$ cat src/rtl/mem_arbiter.sv
// mem_arbiter: shares one req/ack memory port between instruction fetch and
// data access, with a bounded data-priority streak and fetch flush support.
module mem_arbiter #(
  parameter int unsigned ADDR_W        = 32,
  parameter int unsigned DATA_W        = 32,
  parameter int unsigned MAX_DM_STREAK = 4
) (
  input  logic              clk_i,
  input  logic              rst_i,
  input  logic              if_req_i,
  input  logic [ADDR_W-1:0] if_addr_i,
  output logic [DATA_W-1:0] if_rdata_o,
  output logic              if_ready_o,
  output logic              if_stall_o,
  input  logic              flush_i,
  input  logic              dm_req_i,
  input  logic              dm_we_i,
  input  logic [ADDR_W-1:0] dm_addr_i,
  input  logic [DATA_W-1:0] dm_wdata_i,
  output logic [DATA_W-1:0] dm_rdata_o,
  output logic              dm_ready_o,
  output logic              dm_stall_o,
  output logic              mem_req_o,
  output logic              mem_we_o,
  output logic [ADDR_W-1:0] mem_addr_o,
  output logic [DATA_W-1:0] mem_wdata_o,
  input  logic [DATA_W-1:0] mem_rdata_i,
  input  logic              mem_ack_i,
  output logic              busy_o
);

  localparam int unsigned STREAK_W = $clog2(MAX_DM_STREAK + 1);

  typedef enum logic [2:0] {
    IDLE    = 3'd0,
    IF_BUSY = 3'd1,
    DM_BUSY = 3'd2,
    IF_RESP = 3'd3,
    DM_RESP = 3'd4
  } state_e;

  state_e              state_q, state_d;
  logic [STREAK_W-1:0] streak_q, streak_d;
  logic                cancel_q, cancel_d;
  logic                mem_req_d, mem_we_d;
  logic [ADDR_W-1:0]   mem_addr_d;
  logic [DATA_W-1:0]   mem_wdata_d;
  logic [DATA_W-1:0]   if_rdata_d, dm_rdata_d;
  logic                if_resp_q, if_resp_d;
  logic                dm_ready_d;
  logic                busy_d;
  logic                streak_max;

  assign streak_max = (streak_q == STREAK_W'(MAX_DM_STREAK));

  // A flush landing in the response cycle still hides the completion pulse.
  assign if_ready_o = if_resp_q & ~flush_i;
  assign if_stall_o = if_req_i & ~if_ready_o;
  assign dm_stall_o = dm_req_i & ~dm_ready_o;

  // Next-state, grant and capture logic.
  always_comb begin
    state_d     = state_q;
    streak_d    = streak_q;
    cancel_d    = cancel_q;
    mem_req_d   = mem_req_o;
    mem_we_d    = mem_we_o;
    mem_addr_d  = mem_addr_o;
    mem_wdata_d = mem_wdata_o;
    if_rdata_d  = if_rdata_o;
    dm_rdata_d  = dm_rdata_o;
    if_resp_d   = 1'b0;
    dm_ready_d  = 1'b0;

    case (state_q)
      IDLE: begin
        cancel_d = 1'b0;
        if (dm_req_i && !(if_req_i && streak_max)) begin
          state_d     = DM_BUSY;
          mem_req_d   = 1'b1;
          mem_we_d    = dm_we_i;
          mem_addr_d  = dm_addr_i;
          mem_wdata_d = dm_wdata_i;
          if (if_req_i) streak_d = streak_q + STREAK_W'(1);
        end else if (if_req_i) begin
          state_d    = IF_BUSY;
          mem_req_d  = 1'b1;
          mem_we_d   = 1'b0;
          mem_addr_d = if_addr_i;
          streak_d   = '0;
        end
      end
      IF_BUSY: begin
        if (flush_i) cancel_d = 1'b1;
        if (mem_ack_i) begin
          if_rdata_d = mem_rdata_i;
          mem_req_d  = 1'b0;
          state_d    = IF_RESP;
          if_resp_d  = ~(cancel_q | flush_i);
        end
      end
      DM_BUSY: begin
        if (mem_ack_i) begin
          if (!mem_we_o) dm_rdata_d = mem_rdata_i;
          mem_req_d  = 1'b0;
          state_d    = DM_RESP;
          dm_ready_d = 1'b1;
        end
      end
      IF_RESP: begin
        state_d  = IDLE;
        cancel_d = 1'b0;
      end
      DM_RESP: state_d = IDLE;
      default: state_d = IDLE;
    endcase

    busy_d = (state_d != IDLE);
  end

  // State and registered outputs.
  always_ff @(posedge clk_i or negedge rst_i) begin
    if (!rst_i) begin
      state_q     <= IDLE;
      streak_q    <= '0;
      cancel_q    <= 1'b0;
      mem_req_o   <= 1'b0;
      mem_we_o    <= 1'b0;
      mem_addr_o  <= '0;
      mem_wdata_o <= '0;
      if_rdata_o  <= '0;
      dm_rdata_o  <= '0;
      if_resp_q   <= 1'b0;
      dm_ready_o  <= 1'b0;
      busy_o      <= 1'b0;
    end else begin
      state_q     <= state_d;
      streak_q    <= streak_d;
      cancel_q    <= cancel_d;
      mem_req_o   <= mem_req_d;
      mem_we_o    <= mem_we_d;
      mem_addr_o  <= mem_addr_d;
      mem_wdata_o <= mem_wdata_d;
      if_rdata_o  <= if_rdata_d;
      dm_rdata_o  <= dm_rdata_d;
      if_resp_q   <= if_resp_d;
      dm_ready_o  <= dm_ready_d;
      busy_o      <= busy_d;
    end
  end

endmodule
$ cat config.mk
export PLATFORM = sky130hd
export DESIGN_NAME = mem_arbiter
export DESIGN_NICKNAME = d
export VERILOG_FILES = /design/src/rtl/mem_arbiter.sv
export SDC_FILE = /design/constraint.sdc
export NUM_CORES = 1
export LEC_CHECK = 0
export ABC_AREA = 1
export CORE_ASPECT_RATIO = 0.8
export CORE_MARGIN = 4
export CORE_UTILIZATION = 45
export DETAILED_ROUTE_END_ITERATION = 12
export PLACE_DENSITY = 0.85
export SYNTH_ARGS = -nofsm -noshare
export SYNTH_HDL_FRONTEND = slang
export SYNTH_SLANG_ARGS = --single-unit
$ cat constraint.sdc
create_clock -name clk_i -period 2.26 [get_ports clk_i]
set_input_delay 0.452 -clock clk_i [delete_from_list [all_inputs] [get_ports clk_i]]
set_output_delay 0.452 -clock clk_i [all_outputs]
set_load 0.05 [all_outputs]
# [Word-level counts from Yosys, hierarchy flattened]
# Cells that the tools add are included.
[word_totals] regBits=140 latch_bits=0 mem_bits_rw=0 romBits=0 output_inout_bits=135 elab_cells=68 mem_count=0
[op_classes] n_addsub=1 mul=0 div=0 magnitude_cmp=0 n_eq_ne=7 shift=0 muxes=22 bitwise=9 reduce_logical=17
[ops] cell="32-bit 2-to-1 mux" n=2
[ops] cell="3-bit 2-to-1 mux" n=7
[ops] cell="1-bit 2-to-1 mux" n=10
[ops] cell="2-bit AND reduction" n=5
[ops] cell="3-bit one-hot mux with 3 select lines" n=1
[ops] cell="3-bit by 2-bit equality test with 1-bit output (second input constant)" n=2
[ops] cell="3-bit AND reduction" n=2
[ops] cell="2-bit nonzero test" n=3
[ops] cell="1-bit NOT" n=5
[ops] cell="1-bit one-hot mux with 2 select lines" n=2
[ops] cell="2-bit OR reduction" n=2
[ops] cell="3-bit by 1-bit adder with 3-bit output (second input constant)" n=1
[ops] cell="1-bit bitwise AND" n=3
[ops] cell="3-bit by 1-bit equality test with 1-bit output (second input constant)" n=1
[ops] cell="3-bit equality test (second input constant)" n=1
[ops] cell="3-bit zero test" n=1
[ops] cell="3-bit != test (second input constant)" n=1
[ops] cell="3-bit nonzero test" n=1
[ops] cell="1-bit logical AND" n=2
[ops] cell="2-bit by 1-bit != test with 1-bit output (second input constant)" n=1
[ops] cell="2-bit != test (second input constant)" n=1
[ops] cell="1-bit zero test" n=1
[ops] cell="1-bit OR" n=1

# [Longest topological paths before layout]
# Gate-level depths: netlist (run 1).
[logic_depth] word_depth=7 ltp_mapped=9 depth_no_buf=7

# [Least setup slack after synthesis (run 1)]
# No wires, ideal clock.
[synth_path] path_type="input-to-output" startpoint="input port dm_req_i" endpoint="output port dm_stall_o" arrival_time_ns=1.591 t_required_ns=1.808 path_slack_ns=0.217 path_stages=4 path_buffers=2 path_cell_list="buf_2 clkbuf_1 inv_1 nor2_1"
[synth_between] elab_chain_cells=1
[synth_lines] item="from (decl)" line_no="16" rtl="input logic dm_req_i,"
[synth_lines] item="1-bit bitwise AND" line_no="59" rtl="assign dm_stall_o = dm_req_i & ~dm_ready_o;"
[synth_lines] item="to (decl)" line_no="22" rtl="output logic dm_stall_o,"
# Every way passes these cells.

# [Worst setup path after layout (run 1)]
[layout_path] startpoint="register mem_we_o" endpoint="output port mem_we_o"
[layout_lines] item="from (decl)" line_no="24" rtl="output logic mem_we_o,"
[layout_lines] item="from (signal assigned)" line_no="141" rtl="mem_we_o <= mem_we_d;"
# No word-level cell between the ends.

==> out/qor.log, run 1 <==
INFO  global_route   grt_first_pass_wirelength=28,200um
INFO  job            cap_violations=0
INFO  synthesis      post-synth-top-area-cell=dfrtp_1
INFO  timing         hold_violations=0
INFO  synthesis      mappedNetlistNets=856
INFO  route          detailedRoute.firstPassIterationCount=5
INFO  floorplanning  floorplan.io_pins=270
INFO  worst_setup_path cp_cell_sequence=clkdlybuf4s50_1
INFO  worst_setup_path critical_path.max_fanout=3
INFO  worst_setup_path r2r_cells=7
INFO  placed_design  dpl_worst_slack=0.181ns
INFO  synthesis      number_of_distinct_library_cells_after_synthesis=21
INFO  cts            cts-root-to-sink-buffers=2
INFO  power          power.ir.vdd_worst=899uV
INFO  timing         postLayoutSetupSlackWorst=0.185ns
INFO  global_route   grt_antenna_before_repair=0
INFO  worst_setup_path reg2reg_from=streak_q[0]
INFO  worst_setup_path crit_path_top_delay_cell=clkdlybuf4s50_1
INFO  cts            post-cts-setup-buffers=0
INFO  hold_path      hold_path.class=flip-flop to flip-flop
INFO  floorplanning  core_area=0.0130mm2
INFO  synthesis      synthesis.yosys.warnings=0
INFO  cts            htreeDepth=4
INFO  timing         timing.max_slew.rel_slack=50.2%
INFO  route          post_drt_wl_per_cell=15.5um
INFO  synthesis      post_synth_main_area_contributors=dfrtp_1, nand2_1, o21ai_0
INFO  floorplanning  die_y=112um
INFO  timing         fmax=482MHz
INFO  floorplanning  dieArea=0.0154mm2
INFO  timing         worstMarginPinSlew=0.745ns
INFO  timing         fin_crit_period=2.08ns
INFO  global_route   maximum_number_of_pins_on_one_net_before_global_route_repair=66
INFO  cts            clkLatencyLatePin=0.41ns
INFO  floorplanning  start_util=46.5%
INFO  timing         fin_setup_tns=0ns
INFO  hold_path      min_from=cancel_q
INFO  status         outcome=completed
INFO  layout         layout-area-overhead-vs-synth=57.9%
INFO  floorplanning  placementRows=37
INFO  timing         fin_worst_skew=0.00597ns
INFO  worst_setup_path critPathBufInv=1
INFO  worst_setup_path timing.setup.critical_path_class=flip-flop to output port
INFO  global_route   global_route.usage.total=23.6%
INFO  cts            clock_buffer_count_from_cts=17
INFO  floorplanning  die_width=138um
INFO  route          number_of_nets_with_antenna_violations_after_detailed_routing=0
INFO  hold_path      timing.hold.worst_path_depth=1
INFO  global_route   via_count_of_the_first_global_routing_pass=5,517
INFO  route          via_density=4.81
INFO  layout         antenna_cells=0
INFO  timing         setup_viol=0
INFO  synthesis      synth_top_cell_area_share=58.0%
INFO  timing         fin_hold_ws=0.436ns
INFO  hold_path      hold-path-endpoint=if_resp_q
INFO  timing         rsz_0062_raised_after_global_routing=false
INFO  synthesis      syn_area_per_cell=8.41um2
INFO  worst_setup_path slowest_delay=0.84ns
INFO  worst_setup_path critPathArrivalTime=1.62ns
INFO  cts            tritoncts=done
INFO  placed_design  finalWeightedCongestion=0.845
INFO  power          cellPowerDensity=1690mW/mm2
INFO  route          via_count=5,630
INFO  route          route.detailed.drc=0
INFO  placed_design  hpwl=12,900um
INFO  worst_setup_path required=1.81ns
INFO  cts            cts_root_buf=clkbuf_16
INFO  global_route   gr-total-overflow=0
INFO  placed_design  portBuffers=269
INFO  worst_setup_path worst_r2r_end=mem_wdata_o[26]
INFO  layout         post_route_cells_drive_above_1_share=5.83%
INFO  worst_setup_path timing.critical_path.max_delay_family=buffers and inverters
INFO  cts            cts.sink_count=140
INFO  power          cellLeakagePower=0.00477uW
INFO  synthesis      synth_seq_area_share=58.0%
INFO  timing         tcrit_tclk_final=91.8%
INFO  route          wl=18,100um
INFO  timing         slew_violations=0
INFO  synthesis      synthesis.instances=719
INFO  worst_setup_path crit_path_end_kind=output port
INFO  route          first_iter_violations=275
INFO  layout         fin_util=73.3%
INFO  cts            ctsResizeCount=0
INFO  layout         fin_nets=1,119
INFO  synthesis      ys_seq_elements=140
INFO  synthesis      netlist_area=0.00604mm2
INFO  worst_setup_path worst_setup_path_start_kind=flip-flop
INFO  cts            clk_pin_slew_worst_paths=0.05ns
INFO  worst_setup_path timing.reg2reg.setup_slack=0.54ns
[routing by layer]
metal / share of wire (%) / global-route usage, % / routed length [um]
met1: 36 / 26.4 / 6540
met2: 50 / 39.7 / 8990
met3: 12 / 10.9 / 2190
met4: 2.0 / 8.05 / 370
met5: 0 / 0 / 0
[placed cells by master, fill, tap and decap left out, types with 3 or more instances in the layout]
cell type / netlist / layout
buf_12: 0 / 7
buf_4: 9 / 9
bufinv_16: 0 / 4
clkbuf_16: 0 / 17
clkdlybuf4s50_1: 0 / 265
clkinv_2: 0 / 3
clkinvlp_4: 0 / 3
dfrtp_1: 140 / 140
inv_1: 109 / 109
nand2_1: 241 / 240
nand2_2: 3 / 4
nand3_1: 71 / 71
nor2_1: 6 / 6
o21ai_0: 86 / 86
o21ai_1: 12 / 12
[registers in the layout (all words and copies together) (netlist names)]
register and cells:
mem_req_o 1, dm_rdata_o 32, if_resp_q 1, dm_ready_o 1
mem_wdata_o 32, mem_we_o 1, state_q 3, busy_o 1
if_rdata_o 32, cancel_q 1, mem_addr_o 32, streak_q 3
[worst register-to-register path, delay by kind of cell (launching register included)]
| family | cells | cell delay [ns] |
|---|---|---|
| and+or+nand+nor | 5 | 1.02 |
| DFF | 1 | 0.38 |
| adders and majority gates | 1 | 0.20 |
| buffers and inverters | 1 | 0.07 |
[what timing repair did]
| action | CTS | global route |
|---|---|---|
| setup endpoints to repair | 0 | 0 |
| hold buffers | 1 | 0 |
| endpoints found under the hold margin | 10 | 0 |
[cell usage after synthesis, drive strengths merged]
| cell | n |
|---|---|
| ha | 2 |
| inv | 110 |
| nor2 | 10 |
| buf | 21 |
| o21ai | 98 |
| xor2 | 1 |
| nand3b | 2 |
| nor3 | 1 |
| nand2 | 244 |
| dfrtp | 140 |
| nand3 | 72 |
| clkbuf | 18 |
[layout make-up]
type	count	area [um2]
Clock inverter	11	166
Timing Repair Buffer	283	2880
Tap cell	175	219
Fill cell	964	3470
Inverter	110	413
Sequential cell	140	3500
Multi-Input combinational cell	430	1900
Clock buffer	21	460
[power breakdown]
| part | total (uW) | leakage (uW) | internal (uW) | switching (uW) |
|---|---|---|---|---|
| clock network | 2920 | 0.000299 | 1900 | 1020 |
| registers | 4310 | 0.00175 | 3680 | 635 |
| logic | 8930 | 0.00272 | 2810 | 6120 |
[per-stage QoR]
stage,power [uW],instance area [um2],cells
2_1_floorplan,10100,6040,719
3_3_place_gp,13100,8900,1137
3_5_place_dp,13300,8900,1137
4_1_cts,16300,9540,1170
5_1_grt,17000,9540,1170
6_report,16200,9540,1170
[how the worst max path moves through the flow]
stage,start,to,slack [ns],depth (start not counted)
final,mem_we_o,mem_we_o,0.18,1
after global routing,mem_we_o,mem_we_o,0.13,1
after CTS,mem_we_o,mem_we_o,0.14,1
after detailed placement,dm_req_i,mem_wdata_o[26],0.18,5
after global placement,dm_req_i,mem_wdata_o[5],0.27,5
after floorplan,dm_req_i,dm_stall_o,0.22,4
[cell families (layout without fill, tap and decap cells)]
logic type	after synthesis	in the layout	synth area share (%)
compound gates	98	98	8.12
xor+xnor	1	1	0.145
fa+ha+maj	2	2	0.414
buf+inv	149	425	10.7
flops	140	140	58.0
simple gates	329	329	22.7
(Power assumes the default switching activity.)
==> run 2: changes to the inputs <==
- GPL_ROUTABILITY_DRIVEN: not set -> 0
- SETUP_SLACK_MARGIN: not set -> 0.15
==> out/qor.log, run 2 (synthesized netlist as in run 1, its figures left out) <==
INFO  timing         hold_violations=0
INFO  worst_setup_path slowest_delay=0.87ns
INFO  layout         final.fill_count=966
INFO  worst_setup_path critical_path.max_fanout=2
INFO  floorplanning  placementRows=37
INFO  route          wl=18,200um
INFO  floorplanning  start_util=46.5%
INFO  timing         fin_worst_skew=0.00518ns
INFO  route          number_of_nets_with_antenna_violations_after_detailed_routing=0
INFO  cts            post-cts-setup-buffers=0
INFO  worst_setup_path reg2reg_from=streak_q[0]
INFO  timing         tcrit_tclk_final=91.6%
INFO  timing         fmax=483MHz
INFO  job            cap_violations=0
INFO  power          cellLeakagePower=0.00485uW
INFO  worst_setup_path crit_start=mem_wdata_o[12]
INFO  timing         setup_viol=0
INFO  power          power.ir.vdd_worst=902uV
INFO  floorplanning  dieArea=0.0154mm2
INFO  worst_setup_path timing.setup.critical_path_class=flip-flop to output port
INFO  global_route   maximum_number_of_pins_on_one_net_before_global_route_repair=66
INFO  timing         worstMarginPinSlew=0.751ns
INFO  placed_design  hpwl=12,900um
INFO  cts            clkLatencyLatePin=0.41ns
INFO  timing         timing.max_slew.rel_slack=49.8%
INFO  route          top_signal_layer_used=met4
INFO  status         outcome=completed
INFO  cts            cts-root-to-sink-buffers=2
INFO  layout         antenna_cells=0
INFO  route          route.detailed.drc=0
INFO  route          wl_met3=2220um
INFO  worst_setup_path critPathBufInv=1
INFO  route          first_iter_violations=303
INFO  worst_setup_path crit_path_top_delay_cell=clkdlybuf4s50_1
INFO  route          met2RoutedLength=9070um
INFO  route          post_drt_wl_per_cell=15.5um
INFO  floorplanning  core_area=0.0130mm2
INFO  route          via_density=4.83
INFO  floorplanning  die_y=112um
INFO  hold_path      min_from=cancel_q
INFO  layout         final_cell_mix=clkdlybuf4s50_1, nand2_1, dfrtp_1
INFO  layout         fin_nets=1,119
INFO  worst_setup_path timing.critical_path.max_delay_family=buffers and inverters
INFO  route          drt-met1-wl=6490um
INFO  layout         fin_util=73.5%
INFO  global_route   via_count_of_the_first_global_routing_pass=5,517
INFO  cts            clk_pin_slew_worst_paths=0.06ns
INFO  cts            clock_buffer_count_from_cts=17
INFO  timing         rsz_0062_raised_after_global_routing=false
INFO  worst_setup_path required=1.81ns
INFO  layout         most_common_cell_after_layout_fill_and_taps_aside=clkdlybuf4s50_1
INFO  cts            htreeDepth=4
INFO  power          cellPowerDensity=1690mW/mm2
INFO  placed_design  portBuffers=269
INFO  global_route   grt_antenna_before_repair=0
INFO  layout         post_route_cells_drive_above_1_share=5.83%
INFO  worst_setup_path crit_path_end_kind=output port
INFO  power          design_power_total=16,200uW
INFO  cts            cts.sink_count=140
INFO  route          via_count=5,648
INFO  worst_setup_path critPathArrivalTime=1.62ns
INFO  hold_path      hold_path.class=flip-flop to flip-flop
INFO  floorplanning  die_width=138um
INFO  cts            tritoncts=done
INFO  global_route   global_route.usage.total=23.6%
INFO  route          detailedRoute.firstPassIterationCount=6
INFO  timing         fin_setup_tns=0ns
INFO  worst_setup_path worst_setup_path_start_kind=flip-flop
INFO  global_route   gr-total-overflow=0
INFO  timing         slew_violations=0
INFO  layout         layout-area-overhead-vs-synth=58.1%
INFO  floorplanning  floorplan.io_pins=270
INFO  worst_setup_path cp_cell_sequence=clkdlybuf4s50_1
INFO  global_route   grt_first_pass_wirelength=28,200um
INFO  cts            cts_root_buf=clkbuf_16
INFO  timing         fin_crit_period=2.07ns
==> run 2: where the power goes <==
part | internal [uW] | switching [uW] | total [uW] | leakage (uW)
sequential | 3680 | 636 | 4310 | 0.00175
combinational | 2800 | 6130 | 8930 | 0.00281
clock | 1900 | 1020 | 2920 | 0.000299
==> run 2: timing repair <==
item	in CTS	in global routing
hold endpoints to repair	10	0
setup endpoints to repair	1	7
resized for setup	1	7
hold buffers	1	0
==> run 2: layout make-up <==
| class | instances | area, um2 | share of cell area, % |
|---|---|---|---|
| multi-input cells | 430 | 1900 | 19.8 |
| clock buffers | 21 | 460 | 4.82 |
| flip-flops and latches | 140 | 3500 | 36.7 |
| repair buffers | 283 | 2900 | 30.3 |
| clock inverters | 11 | 166 | 1.74 |
| well taps | 175 | 219 | 2.29 |
| inverters | 110 | 413 | 4.32 |
==> run 2: final timing paths <==
| kind | end | slack [ns] | depth (start not counted) |
|---|---|---|---|
| min in group asynchronous | if_rdata_o[25] | 0.58 | 2 |
| max in group asynchronous | mem_wdata_o[30] | 1.05 | 3 |
| setup / recovery | mem_wdata_o[12] | 0.19 | 1 |
| setup reg to reg | mem_wdata_o[25] | 0.51 | 7 |
| hold / removal | if_resp_q | 0.44 | 1 |
| hold reg to reg | if_resp_q | 0.44 | 1 |
==> run 2: per-layer routing <==
layer  vias up  global-route usage [%]
met5         -                       0
met4         0                    8.05
met3        29                    10.9
met2       279                    39.7
met1      2601                    26.4
li1       2739                       -
==> run 2: per-stage QoR <==
stage / instance area, um2 / worst slack [ns] / hold WS, ns / std cells
2_1_floorplan: 6040 / 0.217 / 0.156 / 719
3_3_place_gp: 8900 / 0.271 / 0.431 / 1137
3_5_place_dp: 8900 / 0.181 / 0.438 / 1137
4_1_cts: 9540 / 0.156 / 0.445 / 1170
5_1_grt: 9560 / 0.152 / 0.470 / 1170
6_report: 9560 / 0.190 / 0.436 / 1170
